===== config.mk =====
export PLATFORM = sky130hd
export DESIGN_NAME = if_id_fetch_stage
export DESIGN_NICKNAME = d
export VERILOG_FILES = /design/src/rtl/if_id_fetch_stage.sv
export SDC_FILE = /design/constraint.sdc
export NUM_CORES = 1
export LEC_CHECK = 0
export ABC_AREA = 1
export CAP_MARGIN = 20
export CELL_PAD_IN_SITES_DETAIL_PLACEMENT = 1
export CELL_PAD_IN_SITES_GLOBAL_PLACEMENT = 1
export CORE_ASPECT_RATIO = 1.4
export CORE_MARGIN = 4
export CORE_UTILIZATION = 28
export DETAILED_ROUTE_END_ITERATION = 16
export GPL_TIMING_DRIVEN = 1
export PLACE_DENSITY = 0.77
export SETUP_SLACK_MARGIN = 0.3
export SYNTH_ARGS = -nofsm -noshare
export SYNTH_HDL_FRONTEND = slang
export SYNTH_SLANG_ARGS = --single-unit

===== constraint.sdc =====
create_clock -name clk_i -period 1.3 [get_ports clk_i]
set_input_delay 0.195 -clock clk_i [delete_from_list [all_inputs] [get_ports clk_i]]
set_output_delay 0.195 -clock clk_i [all_outputs]
set_load 0.01 [all_outputs]

===== src/rtl/if_id_fetch_stage.sv =====
// IF stage of the 5-stage MIPS pipeline: PC register, IF/ID register and FETCH/MISS tracking.
// Optional perf counters are enabled by defining FETCH_PERF_CNT_EN.
module if_id_fetch_stage #(
    parameter int unsigned         ADDR_W    = 32,
    parameter int unsigned         INSTR_W   = 32,
    parameter logic [ADDR_W-1:0]   RESET_PC  = '0,
    parameter logic [INSTR_W-1:0]  NOP_INSTR = '0
) (
    input  logic               clk_i,
    input  logic               rst_i,
    input  logic               pc_write_i,
    input  logic               if_id_write_i,
    input  logic               flush_i,
    input  logic [ADDR_W-1:0]  branch_target_i,
    output logic [ADDR_W-1:0]  imem_addr_o,
    input  logic [INSTR_W-1:0] imem_instr_i,
    input  logic               imem_ready_i,
    output logic [INSTR_W-1:0] if_id_instr_o,
    output logic [ADDR_W-1:0]  if_id_pc4_o,
    output logic               if_id_valid_o,
`ifdef FETCH_PERF_CNT_EN
    output logic [31:0]        stall_cycles_o,
    output logic [31:0]        miss_cycles_o,
    output logic [31:0]        flush_count_o,
`endif
    output logic               fetch_busy_o
);

    typedef enum logic [0:0] {StFetch, StMiss} state_e;

    state_e             state_q, state_d;
    logic [ADDR_W-1:0]  pc_q, pc_d;
    logic [ADDR_W-1:0]  pc_plus4;
    logic [INSTR_W-1:0] instr_q, instr_d;
    logic [ADDR_W-1:0]  pc4_q, pc4_d;
    logic               valid_q, valid_d;

    assign pc_plus4 = pc_q + ADDR_W'(4);

    // MISS with imem_ready=1 is handled exactly like FETCH; the state only drives fetch_busy_o.
    always_comb begin
        state_d = state_q;
        pc_d    = pc_q;
        instr_d = instr_q;
        pc4_d   = pc4_q;
        valid_d = valid_q;
        if (flush_i) begin
            state_d = StFetch;
            pc_d    = branch_target_i;
            instr_d = NOP_INSTR;
            pc4_d   = '0;
            valid_d = 1'b0;
        end else if (!imem_ready_i) begin
            state_d = StMiss;
            if (if_id_write_i) begin
                instr_d = NOP_INSTR;
                pc4_d   = '0;
                valid_d = 1'b0;
            end
        end else begin
            state_d = StFetch;
            if (pc_write_i) begin
                pc_d = pc_plus4;
            end
            if (if_id_write_i) begin
                instr_d = imem_instr_i;
                pc4_d   = pc_plus4;
                valid_d = 1'b1;
            end
        end
    end

    always_ff @(posedge clk_i) begin
        if (rst_i) begin
            state_q <= StFetch;
            pc_q    <= RESET_PC;
            instr_q <= NOP_INSTR;
            pc4_q   <= '0;
            valid_q <= 1'b0;
        end else begin
            state_q <= state_d;
            pc_q    <= pc_d;
            instr_q <= instr_d;
            pc4_q   <= pc4_d;
            valid_q <= valid_d;
        end
    end

    assign imem_addr_o   = pc_q;
    assign if_id_instr_o = instr_q;
    assign if_id_pc4_o   = pc4_q;
    assign if_id_valid_o = valid_q;
    assign fetch_busy_o  = (state_q == StMiss);

`ifdef FETCH_PERF_CNT_EN
    logic [31:0] stall_q, stall_d;
    logic [31:0] miss_q, miss_d;
    logic [31:0] flushc_q, flushc_d;

    // Saturating counters: hold at all-ones rather than wrapping.
    always_comb begin
        stall_d  = stall_q;
        miss_d   = miss_q;
        flushc_d = flushc_q;
        if (!flush_i && !pc_write_i && (stall_q != 32'hFFFF_FFFF)) begin
            stall_d = stall_q + 32'd1;
        end
        if (!flush_i && !imem_ready_i && (miss_q != 32'hFFFF_FFFF)) begin
            miss_d = miss_q + 32'd1;
        end
        if (flush_i && (flushc_q != 32'hFFFF_FFFF)) begin
            flushc_d = flushc_q + 32'd1;
        end
    end

    always_ff @(posedge clk_i) begin
        if (rst_i) begin
            stall_q  <= '0;
            miss_q   <= '0;
            flushc_q <= '0;
        end else begin
            stall_q  <= stall_d;
            miss_q   <= miss_d;
            flushc_q <= flushc_d;
        end
    end

    assign stall_cycles_o = stall_q;
    assign miss_cycles_o  = miss_q;
    assign flush_count_o  = flushc_q;
`endif

endmodule

==> impl_metrics.tcl <==
set metrics [dict create \
    status "finished with violations" \
    violations "negative setup slack" \
    most-common-layout-cells "236 x nand2_1, 132 x buf_6, 78 x dfxtp_2" \
    met1_usage 0.2207 \
    worstPathArrival_ns 1.78 \
    crit_type "reg -> reg" \
    synthArstFlopShare 0 \
    use_met2 0.4023 \
    grt_pass1_wl_um 29460 \
    dpl-instance-area_um2 7089 \
    port_buffers 167 \
    fmax_mhz 651.8 \
    hp-class "in -> reg" \
    period_minus_slack_ns 1.534 \
    cp-startpoint "imem_addr_o[3]$_SDFFE_PP0N_" \
    fin_area_um2 8412 \
    antenna_found_initial 1 \
    drtAntennaViolNets 0 \
    max-cap-violations 0 \
    report.final.slew_viol_count 0 \
    remaining_drc_errors 0 \
    relSlewSlack 0.8463 \
    num_vias 5225 \
    gp_congestion 0.8155 \
    pre_cts_ws_ns -0.2321 \
    path_cells "ha_4 -> nand2_4 -> nor2_4 -> nand2_4 -> nor2_8 -> nand2_2 -> nand2_2 -> nand2_2 -> a21oi_2 -> nor2_1" \
    post-route-period-util 1.180 \
    worstSkewPairLatency_ns 0.36 \
    synth_top_flop_cell "dfxtp_1" \
    cp_common_cell "nand2_2" \
    netlist_area_um2 4542 \
    cp_slowest_cell "dfxtp_4" \
    setup_slack_ns -0.2341 \
    start_util 0.2885 \
    dp_hpwl_um 12950 \
    crit_fanout 5 \
    combPwrFrac 0.193 \
    p_int_mw 5.187 \
    grt_max_degree 28 \
    cts-root-buf "clkbuf_16" \
    top_usage_layer "met2" \
    hold_viol 0 \
    rows 54 \
    finalSetupViolCount 53 \
    yosys_register_bits 98 \
    viasPerCell 4.746 \
    final_common_cell "nand2_1" \
    cts.htree.levels 3 \
    drtIter0Drc 103 \
    overflow 0 \
    coreArea_um2 15740 \
    worstReg2RegStart "imem_addr_o[3]$_SDFFE_PP0N_" \
    final_nets 971 \
    r2r_slack_ns -0.23 \
    die_y_um 158.7 \
    firstDrtPassIters 5 \
    clk_path_buf_depth 2 \
    cts_buffers 9 \
    pwr-share-clk 0.366 \
    diodes 0 \
    syn-num-nets 722 \
    ir_worst_vdd_uv 637.4 \
    leakagePower_nw 3.450 \
    cts.sinks 98 \
    synth-warning-count 0 \
    wirelength_um 19250 \
    clkSlewWorstSetupHoldPaths_ns 0.07 \
    ioPinCount 168 \
    wire_per_inst_um 17.48 \
    synth_cells 651 \
    die_area_um2 18350 \
    synth_edf_count 0 \
    endpoint_kind "flip-flop" \
    worstSetupStartpointType "flip-flop" \
    p_sw_mw 2.036 \
    layout-drive-gt1-share 0.4718 \
    timing.critical_path.to "imem_addr_o[20]$_SDFFE_PP0N_" \
    ys_seq_area_frac 0.4320 \
    grt_pass1_vias 5552 \
    r2r_end "imem_addr_o[20]$_SDFFE_PP0N_" \
    tightest_slew_ns 0.2281 \
    fillers 1875 \
    powerDensity_nw_per_um2 858.7 \
    syn2layout_area_growth_pct 85.21 \
    rr_worst_depth 10 \
    cts_tree "built" \
    use_met3 0.04449 \
    seq_power_share 0.441 \
    postSynthAreaPerCell_um2 6.977 \
    switching_share 0.2819 \
    yosysUniqueCellTypes 28 \
    timing.hold.ws_ns 0.2010 \
    critPathMaxStageDelay_ns 0.36 \
    seqCellArea_um2 2135 \
    die_x_um 115.6 \
    grt.total_usage 0.2073 \
    multiInputGateArea_um2 2648 \
    finish.utilization 0.5343 \
    rsz0062_at_grt "true" \
    finClkSkew_ns 0.005718 \
    crit_required_ns 1.55 \
]
-- registers in the layout (all words and copies together) (netlist names) --
name / flops
fetch_busy_o: 1
if_id_instr_o: 32
if_id_pc4_o: 32
if_id_valid_o: 1
imem_addr_o: 32
-- worst min path at each step --
| stage | startpoint | to | cells after the start |
|---|---|---|---|
| detailed placement | if_id_instr_o[18]$_SDFFE_PP0P_ | if_id_instr_o[18]$_SDFFE_PP0P_ | 2 |
| CTS | imem_ready_i | fetch_busy_o$_SDFF_PP0_ | 2 |
| floorplan | imem_ready_i | fetch_busy_o$_SDFF_PP0_ | 1 |
| global route | imem_ready_i | fetch_busy_o$_SDFF_PP0_ | 2 |
| global placement | if_id_instr_o[4]$_SDFFE_PP0P_ | if_id_instr_o[4]$_SDFFE_PP0P_ | 2 |
| finish | imem_ready_i | fetch_busy_o$_SDFF_PP0_ | 2 |
-- metrics by stage --
stage          setup TNS [ns]  total power [mW]  std cells
5_1_grt                -12.70             7.534       1101
6_report               -7.627             7.223       1101
3_5_place_dp           -16.32             4.384       1049
4_1_cts                -6.945             7.235       1089
3_3_place_gp           -13.34             4.367       1049
2_1_floorplan          -1.114             3.673        651
-- synthesized netlist by cell type (7+ instances only) --
library cell,instances,share of area
clkbuf_1,19,0.016
a21oi_1,86,0.095
nand2_2,8,0.011
nor2_2,7,0.0096
inv_1,46,0.038
a22o_1,7,0.013
nand2_1,261,0.22
nand3_1,18,0.020
a31oi_1,7,0.0096
nor2_1,30,0.025
xor2_1,8,0.015
o21ai_0,15,0.017
buf_2,12,0.013
dfxtp_1,98,0.43
-- routing by layer --
layer	wire length [um]	vias to the layer above
li1	-	2555
met1	7101	2511
met2	10600	129
met4	446	2
met5	13	-
met3	1082	28
-- kinds of logic after synthesis --
logic type,share of synthesized area
AOI/OAI and AO/OA,0.1438
xor gates and xnor gates,0.03554
adders and majority gates,0.002754
buffers and inverters,0.07025
DFF,0.4320
and+or+nand+nor,0.3157
-- power groups by stage --
| stage | combinational, mW | sequential [mW] | clock, mW |
|---|---|---|---|
| 6_report | 1.39 | 3.19 | 2.65 |
| 5_1_grt | 1.50 | 3.20 | 2.84 |
| 2_1_floorplan | 0.383 | 3.29 | 0 |
| 3_5_place_dp | 1.15 | 3.24 | 0 |
| 3_3_place_gp | 1.13 | 3.23 | 0 |
| 4_1_cts | 1.33 | 3.18 | 2.72 |
-- area by class of cell --
type                    instances  share of cell area
repair buffers                271              0.3449
multi-input cells             473              0.3147
flip-flops and latches         98              0.2538
well taps                     196             0.02915
clock buffers                   9             0.02677
inverters                      47             0.02335
clock inverters                 7            0.007288
-- critical path: cells and delay by family (launching register included) --
kind	cells	cell delay (ns)
and+or+nand+nor	8	0.78
adders and majority gates	1	0.15
AOI/OAI and AO/OA	1	0.13
DFF	1	0.36
-- what timing repair did --
item                                    CTS  global route
gates resized for setup                 643            59
endpoints found under the setup margin  194           162
pin swaps                                29            31
cloned                                    3             0
buffers inserted                         21            12
hold buffers                              0             0
Note: power is estimated with default switching activity, not from simulation.
